<file path="src/rtl/rom_window_fetch_pkg.sv">
// Shared widths, defaults and FSM encoding for the window fetch block.
// Pixel width and image/kernel defaults live here for all users.
package rom_window_fetch_pkg;

  localparam int WD        = 8;
  localparam int AW        = 10;
  localparam int IMG_W_DEF = 32;
  localparam int K_DEF     = 5;

  typedef enum logic [1:0] {
    S_IDLE,
    S_RUN,
    S_DRAIN,
    S_DONE
  } state_e;

  function automatic int out_dim(
    input int img_w,
    input int k,
    input int stride
  );
    return (img_w - k) / stride + 1;
  endfunction

endpackage

</file>
<file path="src/rtl/rom_window_fetch_fifo.sv">
// Small synchronous pixel buffer with occupancy count.
// Output reads as zero while empty so idle outputs stay clean.
module fetch_fifo #(
  parameter int DW = 9,
  parameter int D  = 4,
  localparam int PW = (D > 1) ? $clog2(D) : 1,
  localparam int CW = $clog2(D + 1)
) (
  input  logic          clk,
  input  logic          rst,
  input  logic          flush_i,
  input  logic          push_i,
  input  logic [DW-1:0] din_i,
  input  logic          pop_i,
  output logic [DW-1:0] dout_o,
  output logic [CW-1:0] count_o
);

  logic [DW-1:0] mem_q [D];
  logic [PW-1:0] rd_q;
  logic [PW-1:0] wr_q;
  logic [CW-1:0] cnt_q;
  logic          do_pop;
  logic          do_push;

  function automatic logic [PW-1:0] inc(
    input logic [PW-1:0] p
  );
    return (p == PW'(D - 1)) ? '0 : p + 1'b1;
  endfunction

  assign do_pop  = pop_i && (cnt_q != '0);
  assign do_push = push_i && ((cnt_q != CW'(D)) || do_pop);
  assign dout_o  = (cnt_q != '0) ? mem_q[rd_q] : '0;
  assign count_o = cnt_q;

  always_ff @(posedge clk) begin
    if (do_push && !(rst || flush_i)) begin
      mem_q[wr_q] <= din_i;
    end
  end

  always_ff @(posedge clk) begin
    if (rst || flush_i) begin
      rd_q  <= '0;
      wr_q  <= '0;
      cnt_q <= '0;
    end else begin
      if (do_push) wr_q <= inc(wr_q);
      if (do_pop)  rd_q <= inc(rd_q);
      unique case ({do_push, do_pop})
        2'b10:   cnt_q <= cnt_q + 1'b1;
        2'b01:   cnt_q <= cnt_q - 1'b1;
        default: cnt_q <= cnt_q;
      endcase
    end
  end

endmodule

</file>
<file path="src/rtl/rom_window_fetch.sv">
// Scans every KxK window of a square ROM image and streams its pixels.
// Reads are throttled so buffered plus in-flight data never exceeds FIFO_D.
module rom_window_fetch
  import rom_window_fetch_pkg::*;
#(
  parameter int IMG_W  = IMG_W_DEF,
  parameter int K      = K_DEF,
  parameter int STRIDE = 1,
  parameter int FIFO_D = 4
) (
  input  logic          clk,
  input  logic          rst,
  input  logic          start,
  input  logic          abort,
  output logic          busy,
  output logic          done,
  output logic [AW-1:0] rom_aa,
  output logic          rom_cena,
  input  logic [WD-1:0] rom_qa,
  output logic [WD-1:0] pix_data,
  output logic          pix_valid,
  input  logic          pix_ready,
  output logic          pix_last
);

  localparam int OUT = out_dim(IMG_W, K, STRIDE);
  localparam int CW  = $clog2(FIFO_D + 1);
  localparam logic [AW-1:0] OUT_M1 = AW'(OUT - 1);
  localparam logic [AW-1:0] K_M1   = AW'(K - 1);
  localparam logic [AW-1:0] STR    = AW'(STRIDE);
  localparam logic [AW-1:0] IW     = AW'(IMG_W);

  state_e        state_q;
  logic          busy_q;
  logic          done_q;
  logic          cena_q;
  logic [AW-1:0] aa_q;
  logic [AW-1:0] oy_q;
  logic [AW-1:0] ox_q;
  logic [AW-1:0] ky_q;
  logic [AW-1:0] kx_q;
  logic          last1_q;
  logic          rd2_q;
  logic          last2_q;

  logic [AW-1:0] addr;
  logic [1:0]    inflight;
  logic [CW-1:0] fcnt;
  logic          issue;
  logic          k_end;
  logic          pop;
  logic [WD:0]   fout;

  assign addr     = (oy_q * STR + ky_q) * IW + ox_q * STR + kx_q;
  // stage 1: request registered toward ROM; stage 2: data on rom_qa
  assign inflight = {1'b0, ~cena_q} + {1'b0, rd2_q};
  assign issue    = (state_q == S_RUN)
                 && ((int'(fcnt) + int'(inflight)) < FIFO_D);
  assign k_end    = (kx_q == K_M1) && (ky_q == K_M1);
  assign pop      = pix_valid && pix_ready;

  assign busy      = busy_q;
  assign done      = done_q;
  assign rom_aa    = aa_q;
  assign rom_cena  = cena_q;
  assign pix_valid = (fcnt != '0);
  assign pix_data  = fout[WD-1:0];
  assign pix_last  = fout[WD];

  fetch_fifo #(
    .DW (WD + 1),
    .D  (FIFO_D)
  ) u_fifo (
    .clk     (clk),
    .rst     (rst),
    .flush_i (abort),
    .push_i  (rd2_q),
    .din_i   ({last2_q, rom_qa}),
    .pop_i   (pop),
    .dout_o  (fout),
    .count_o (fcnt)
  );

  always_ff @(posedge clk) begin
    if (rst) begin
      state_q <= S_IDLE;
      busy_q  <= 1'b0;
      done_q  <= 1'b0;
      cena_q  <= 1'b1;
      aa_q    <= '0;
      oy_q    <= '0;
      ox_q    <= '0;
      ky_q    <= '0;
      kx_q    <= '0;
      last1_q <= 1'b0;
      rd2_q   <= 1'b0;
      last2_q <= 1'b0;
    end else if (abort) begin
      state_q <= S_IDLE;
      busy_q  <= 1'b0;
      done_q  <= 1'b0;
      cena_q  <= 1'b1;
      oy_q    <= '0;
      ox_q    <= '0;
      ky_q    <= '0;
      kx_q    <= '0;
      last1_q <= 1'b0;
      rd2_q   <= 1'b0;
      last2_q <= 1'b0;
    end else begin
      done_q  <= 1'b0;
      cena_q  <= 1'b1;
      rd2_q   <= ~cena_q;
      last2_q <= last1_q;
      unique case (state_q)
        S_IDLE: begin
          if (start) begin
            state_q <= S_RUN;
            busy_q  <= 1'b1;
            oy_q    <= '0;
            ox_q    <= '0;
            ky_q    <= '0;
            kx_q    <= '0;
          end
        end
        S_RUN: begin
          if (issue) begin
            cena_q  <= 1'b0;
            aa_q    <= addr;
            last1_q <= k_end;
            if (kx_q != K_M1) begin
              kx_q <= kx_q + 1'b1;
            end else begin
              kx_q <= '0;
              if (ky_q != K_M1) begin
                ky_q <= ky_q + 1'b1;
              end else begin
                ky_q <= '0;
                if (ox_q != OUT_M1) begin
                  ox_q <= ox_q + 1'b1;
                end else begin
                  ox_q <= '0;
                  if (oy_q != OUT_M1) begin
                    oy_q <= oy_q + 1'b1;
                  end else begin
                    oy_q    <= '0;
                    state_q <= S_DRAIN;
                  end
                end
              end
            end
          end
        end
        S_DRAIN: begin
          if ((fcnt == '0) && (inflight == 2'd0)) begin
            state_q <= S_DONE;
            done_q  <= 1'b1;
          end
        end
        S_DONE: begin
          state_q <= S_IDLE;
          busy_q  <= 1'b0;
        end
        default: begin
          state_q <= S_IDLE;
          busy_q  <= 1'b0;
        end
      endcase
    end
  end

endmodule

</file>
<file path="config.mk">
export PLATFORM = sky130hd
export DESIGN_NAME = rom_window_fetch
export DESIGN_NICKNAME = d
export VERILOG_FILES = /design/src/rtl/rom_window_fetch_pkg.sv /design/src/rtl/rom_window_fetch_fifo.sv /design/src/rtl/rom_window_fetch.sv
export SDC_FILE = /design/constraint.sdc
export NUM_CORES = 1
export LEC_CHECK = 0
export BUFFER_PORTS_ARGS = -buffer_cell sky130_fd_sc_hd__buf_2
export CELL_PAD_IN_SITES_DETAIL_PLACEMENT = 1
export CELL_PAD_IN_SITES_GLOBAL_PLACEMENT = 2
export CORE_MARGIN = 2
export CORE_UTILIZATION = 41
export CTS_BUF_LIST = sky130_fd_sc_hd__clkbuf_8
export DETAILED_ROUTE_END_ITERATION = 7
export PLACE_DENSITY_LB_ADDON = 0.25
export SYNTH_ARGS = -nofsm -noshare
export SYNTH_HDL_FRONTEND = slang
export SYNTH_HIERARCHICAL = 1
export SYNTH_SLANG_ARGS = --single-unit
</file>
<file path="constraint.sdc">
create_clock -name clk -period 6.06 [get_ports clk]
set_input_delay 0.303 -clock clk [delete_from_list [all_inputs] [get_ports clk]]
set_output_delay 0.303 -clock clk [all_outputs]
set_load 0.005 [all_outputs]
</file>
# --- Word-level counts from Yosys, hierarchy flattened ---
# Memories as Yosys holds them, arrays and structs flattened. A register that Yosys moved wholly into a read port is not among the register bits.
# Cells that the tools add are included.
classes:
  eq_ne: 21
  order_cmp: 1
  bitwise: 4
  mux: 39
  add_sub_neg: 13
  n_reduce_logical: 28
ops:
  columns: ["cell", "n"]
  rows:
  - ["$mux 10", 15]
  - ["$pmux 10 s2", 4]
  - ["$add 10x1->10 const B", 4]
  - ["$mux 2", 11]
  - ["$add 10x10->10", 2]
  - ["$eq 10x3->1 const B", 2]
  - ["$ne 10x3->1 const B", 2]
  - ["$ne 10x5->1 const B", 2]
  - ["$ne 2x2->1 const B", 7]
  - ["$eq 2x2->1 const B", 5]
  - ["$mux 9", 1]
  - ["$pmux 2 s4", 1]
  - ["$logic_and 1x1->1", 7]
  - ["$reduce_and 7->1", 1]
  - ["$pmux 3 s2", 1]
  - ["$reduce_and 3->1", 2]
  - ["$reduce_and 6->1", 1]
  - ["$reduce_bool 2->1", 3]
  - ["$reduce_or 3->1", 2]
  - ["$add 5x5->5", 1]
  - ["$mux 1", 5]
  - ["$reduce_and 5->1", 1]
  - ["$add 2x1->2 const B", 2]
  - ["$add 3x2->4", 1]
  - ["16 further kinds", 23]
word_totals:
  n_memories: 1
  word_cells: 122
  ramBits: 36
  ff_bits: 65
  inputBits: 13
mem_list:
  columns: ["memory", "depth", "width", "read_ports", "rd_clocked_by_memory_dff", "wr", "line_no", "text"]
  rows:
  - ["u_fifo.mem_q", 4, 9, 1, 1, 1, "rom_window_fetch_fifo.sv:19", "logic [DW-1:0] mem_q [D];"]

# --- Logic depth before layout (Yosys ltp) ---
depth:
  ltp_word: 8
  ltp_mapped: 12

# --- By module ---
# Netlist, hierarchy kept.
modules_own_cells:
  columns: ["mod", "seq_area_each_um2", "n_inst", "area_each_um2", "cells_each"]
  rows:
  - ["rom_window_fetch", 1161.1, 1, 3595.9, 425]
  - ["fetch_fifo", 1261.2, 1, 1960.6, 124]

# --- Least setup slack after synthesis ---
# Ideal clock, no wire load.
synth_path:
  path_type: "register to register"
  from: "register cena_q, in the netlist rom_cena"
  to: "register oy_q[7]"
  stages_incl_launch_ff: 10
  path_buffers: 1
  setup_slack_ns: 3.274
  period_less_slack_ns: 2.786
  t_arrival_ns: 2.719
  setup_ns: 0.067
  cell_sequence: "dfxtp_1 -> inv_1 -> ha_1 -> ha_1 -> a311o_1 -> or4_4 -> o21a_4 -> buf_6 -> or4_4 -> a21oi_2"
synth_via:
  elab_chain_len: 7
synth_rtl:
  columns: ["item", "line_no", "text"]
  rows:
  - ["from (decl)", "rom_window_fetch.sv:36", "logic cena_q;"]
  - ["from (signal assigned)", "rom_window_fetch.sv:89", "cena_q <= 1'b1;"]
  - ["from (signal assigned)", "rom_window_fetch.sv:102", "cena_q <= 1'b1;"]
  - ["from (signal assigned)", "rom_window_fetch.sv:112", "cena_q <= 1'b1;"]
  - ["$not 1->1", "rom_window_fetch.sv:56", "assign inflight = {1'b0, ~cena_q} + {1'b0, rd2_q};"]
  - ["$add 1x1->2", "rom_window_fetch.sv:56", null]
  - ["$add 3x2->4", "rom_window_fetch.sv:58", "&& ((int'(fcnt) + int'(inflight)) < FIFO_D);"]
  - ["$lt 4x3->1", "rom_window_fetch.sv:58", null]
  - ["$logic_and 1x1->1", "rom_window_fetch.sv:58", null]
  - ["$ne 2x2->1 (no source line)", null, null]
  - ["$reduce_and 6->1 (no source line)", null, null]
  - ["to (signal assigned)", "rom_window_fetch.sv:144", "oy_q <= oy_q + 1'b1;"]
  - ["to (decl)", "rom_window_fetch.sv:38", "logic [AW-1:0] oy_q;"]
# Every way passes these cells.
# A chain may end at the register's enable or synchronous reset.

# --- Worst setup path after layout ---
layout_path:
  from: "register rd2_q"
  to: "register ox_q[7]"
layout_via:
  elab_chain_len: 6
layout_rtl:
  columns: ["item", "line_no", "text"]
  rows:
  - ["from (decl)", "rom_window_fetch.sv:43", "logic rd2_q;"]
  - ["from (signal assigned)", "rom_window_fetch.sv:113", "rd2_q <= ~cena_q;"]
  - ["$add 1x1->2", "rom_window_fetch.sv:56", null]
  - ["$add 3x2->4", "rom_window_fetch.sv:58", null]
  - ["$lt 4x3->1", "rom_window_fetch.sv:58", null]
  - ["$logic_and 1x1->1", "rom_window_fetch.sv:58", null]
  - ["$ne 2x2->1 (no source line)", null, null]
  - ["$reduce_and 5->1 (no source line)", null, null]
  - ["to (signal assigned)", "rom_window_fetch.sv:140", "ox_q <= ox_q + 1'b1;"]
  - ["to (decl)", "rom_window_fetch.sv:39", "logic [AW-1:0] ox_q;"]
# Every way passes these cells.

==> metrics.csv <==
metric;value;unit
clk_pin_slew_worst_paths;0.11;ns
fmax;0.318;GHz
period_needed;3.15;ns
crit_slowest_cell;dfxtp_1;
p_sw;0.319;mW
ant_nets;0;
cp_common_cell;ha_1;
cts_buffers;9;
yosysTopAreaCellShare;24.1;%
ys_ff_latch;103;
drcViolationCount;0;
vias;4146;
synth-edff-count;36;
outcome;finished clean;
worstPathArrival;3.46;ns
synth_nets;604;
final-hold-violation-count;0;
firstDrtPassIters;4;
ctsLongestPathBuffers;2;
slowest_delay;0.60;ns
synth_top_flop_cell;dfxtp_1;
synth_most_common_cell;dfxtp_1;
cts.htree.levels;3;
nets;631;
synth_cell_types;67;
die_area;14500;um^2
yosysWarnings;6;
combPwrFrac;6.2;%
post-cts-setup-buffers;0;
min_path_type;in -> reg;
intPower;0.894;mW
rows;42;
worstMarginPinSlew;0.902;ns
leakage;2.20;nW
io_pins;36;
routed_wl;13.1;mm
finalClockSkew;0.0116;ns
place.gp.congestion;0.789;
critPathMaxFanout;32;
synth-seq-area-share;43.6;%
portBuffers;35;
synth.area.top_cells;dfxtp_1 (24%), edfxtp_1 (19%), ha_1 (7.9%), mux4_2 (3.6%), a21oi_1 (3.6%);
drv_slew;0;
antenna_found_initial;0;
endpoint_kind;register;
syn_area;5560;um^2
drt-wirelength-per-cell;17.3;um
clock_latency;0.39;ns
power-per-cell-area;201;nW/um^2
routed_via_density;5.48;
setup_viol;0;
worstSetupPathType;reg -> reg;
finalCritPeriodShare;51.9;%
seqPwrFrac;59.4;%
peakVddDrop;0.000119;V
cts_hold_buf;0;
coreArea;13200;um^2
die_x;120;um
worstPathCellList;ha_1 > ha_1 > a311o_1 > or4_4 > o21a_4 > or4_1 > a21oi_1;
syn_avg_cell_area;10.1;um^2
grt_pass1_vias;4288;
die_h;120;um
syn_inst;549;
clock_power_share;34.4;%
hpwl;9.63;mm
grt_max_degree;33;
cp_top_family;simple AND/OR/NAND/NOR gates;
async_flop_share;0;%
numClockSinks;103;
switching_share;26.3;%
crit_buf_inv;0;
slew_headroom;39.7;%
drive_above_1_share;13.6;%
areaGrowthSynthToFinish;8.62;%
synth_commonest_cells;dfxtp_1 (67), a21oi_1 (40), nor2_1 (39);
worst_setup_path_start_kind;register;
cts_resized;0;
rsz0062_at_grt;no;
initial_core_util;42.0;%
n_fill_cell;1581;
cap_viol_max_count;0;
drtIter0Drc;180;
yosysTopAreaCell;dfxtp_1;
gr-total-overflow;0;
root_buffer;clkbuf_8;
finalSetupTns;0;ns
grt_usage;19.2;%
ff2ff_setup_slack;2.91;ns
grt_pass1_wl;21.9;mm
cp.required;6.37;ns
diodes;0;
multi_input_area;2880;um^2
seq_area;2420;um^2
p_total;1.21;mW
cts_tree;done;
sequential cells by signal, indices dropped and copies added, names as in the netlist, named ones only:
signal,count
u_fifo/mem_q,36
oy_q,10
done,1
last2_q,1
ky_q,10
u_fifo/count_o,3
rom_cena,1
rom_aa,10
u_fifo/rd_q,2
rd2_q,1
u_fifo/wr_q,2
kx_q,10
busy,1
state_q,2
ox_q,10
last1_q,1
metal layers:
| layer | vias up | global-route usage, % | routed length [um] | share of wire (%) |
|---|---|---|---|---|
| met5 | - | 0 | 0 | 0 |
| met4 | 0 | 5.89 | 168 | 1.3 |
| met3 | 12 | 2.78 | 242 | 1.9 |
| met2 | 32 | 32.7 | 6310 | 48 |
| met1 | 2049 | 25.4 | 6350 | 49 |
| li1 | 2053 | - | - | - |
power groups by stage:
stage / sequential (mW) / combinational (mW) / clock [mW]
6_report: 0.720 / 0.0757 / 0.417
5_1_grt: 0.721 / 0.0849 / 0.460
4_1_cts: 0.720 / 0.0763 / 0.436
3_5_place_dp: 0.736 / 0.0762 / 0
3_3_place_gp: 0.736 / 0.0744 / 0
2_1_floorplan: 0.735 / 0.0497 / 0
cell type report:
class	count	area share, %
clock buffers	9	2.05
clock inverters	7	0.871
multi-input cells	386	47.7
flip-flops and latches	103	40.1
inverters	39	2.47
well taps	176	3.65
repair buffers	37	3.15
worst reg2reg max path, cell delays in order (launching register included):
cell and delay (ns):
dfxtp_1 0.60, ha_1 0.24, ha_1 0.24, a311o_1 0.41
or4_4 0.58, o21a_4 0.33, or4_1 0.55, a21oi_1 0.14
cell usage in the layout (no fill, tap or decap), types with 14 or more instances in the layout:
cell type | netlist | layout
inv_1 | 38 | 39
buf_2 | 2 | 35
edfxtp_1 | 36 | 36
xnor2_1 | 22 | 22
nand2_1 | 34 | 34
ha_1 | 35 | 35
or3_1 | 19 | 19
nand3_1 | 18 | 18
a21oi_1 | 40 | 40
o21ai_0 | 15 | 15
dfxtp_1 | 67 | 67
nor3_1 | 14 | 14
nor2_1 | 39 | 39
kinds of logic after synthesis:
group           Yosys count  share of synthesized area [%]
simple gates            199                           19.8
buf+inv                  60                           4.62
mux                      15                           4.75
fa+ha+maj                42                           10.4
flops                   103                           43.6
xor+xnor                 31                           5.13
compound gates           99                           11.7
path summary, 6_finish.rpt:
check	from	to	cells after the start
worst max register to register	rd2_q	ox_q[7]	7
worst min register to register	rom_aa[4]	rom_aa[4]	2
worst max-delay path	rd2_q	ox_q[7]	7
worst min-delay path	rom_qa[1]	u_fifo/mem_q[1][1]	1
metrics by stage:
step	hold slack [ns]	worst slack (ns)	utilization (%)	std cells	instance area (um^2)
3_3_place_gp	0.438	3.01	44.2	741	5860
3_5_place_dp	0.447	2.95	44.2	741	5860
4_1_cts	0.111	2.93	45.6	757	6040
2_1_floorplan	0.402	3.27	-	549	5560
5_1_grt	0.109	2.78	45.6	757	6040
6_report	0.124	2.91	45.6	757	6040
Note: power is estimated with default switching activity, not from simulation.
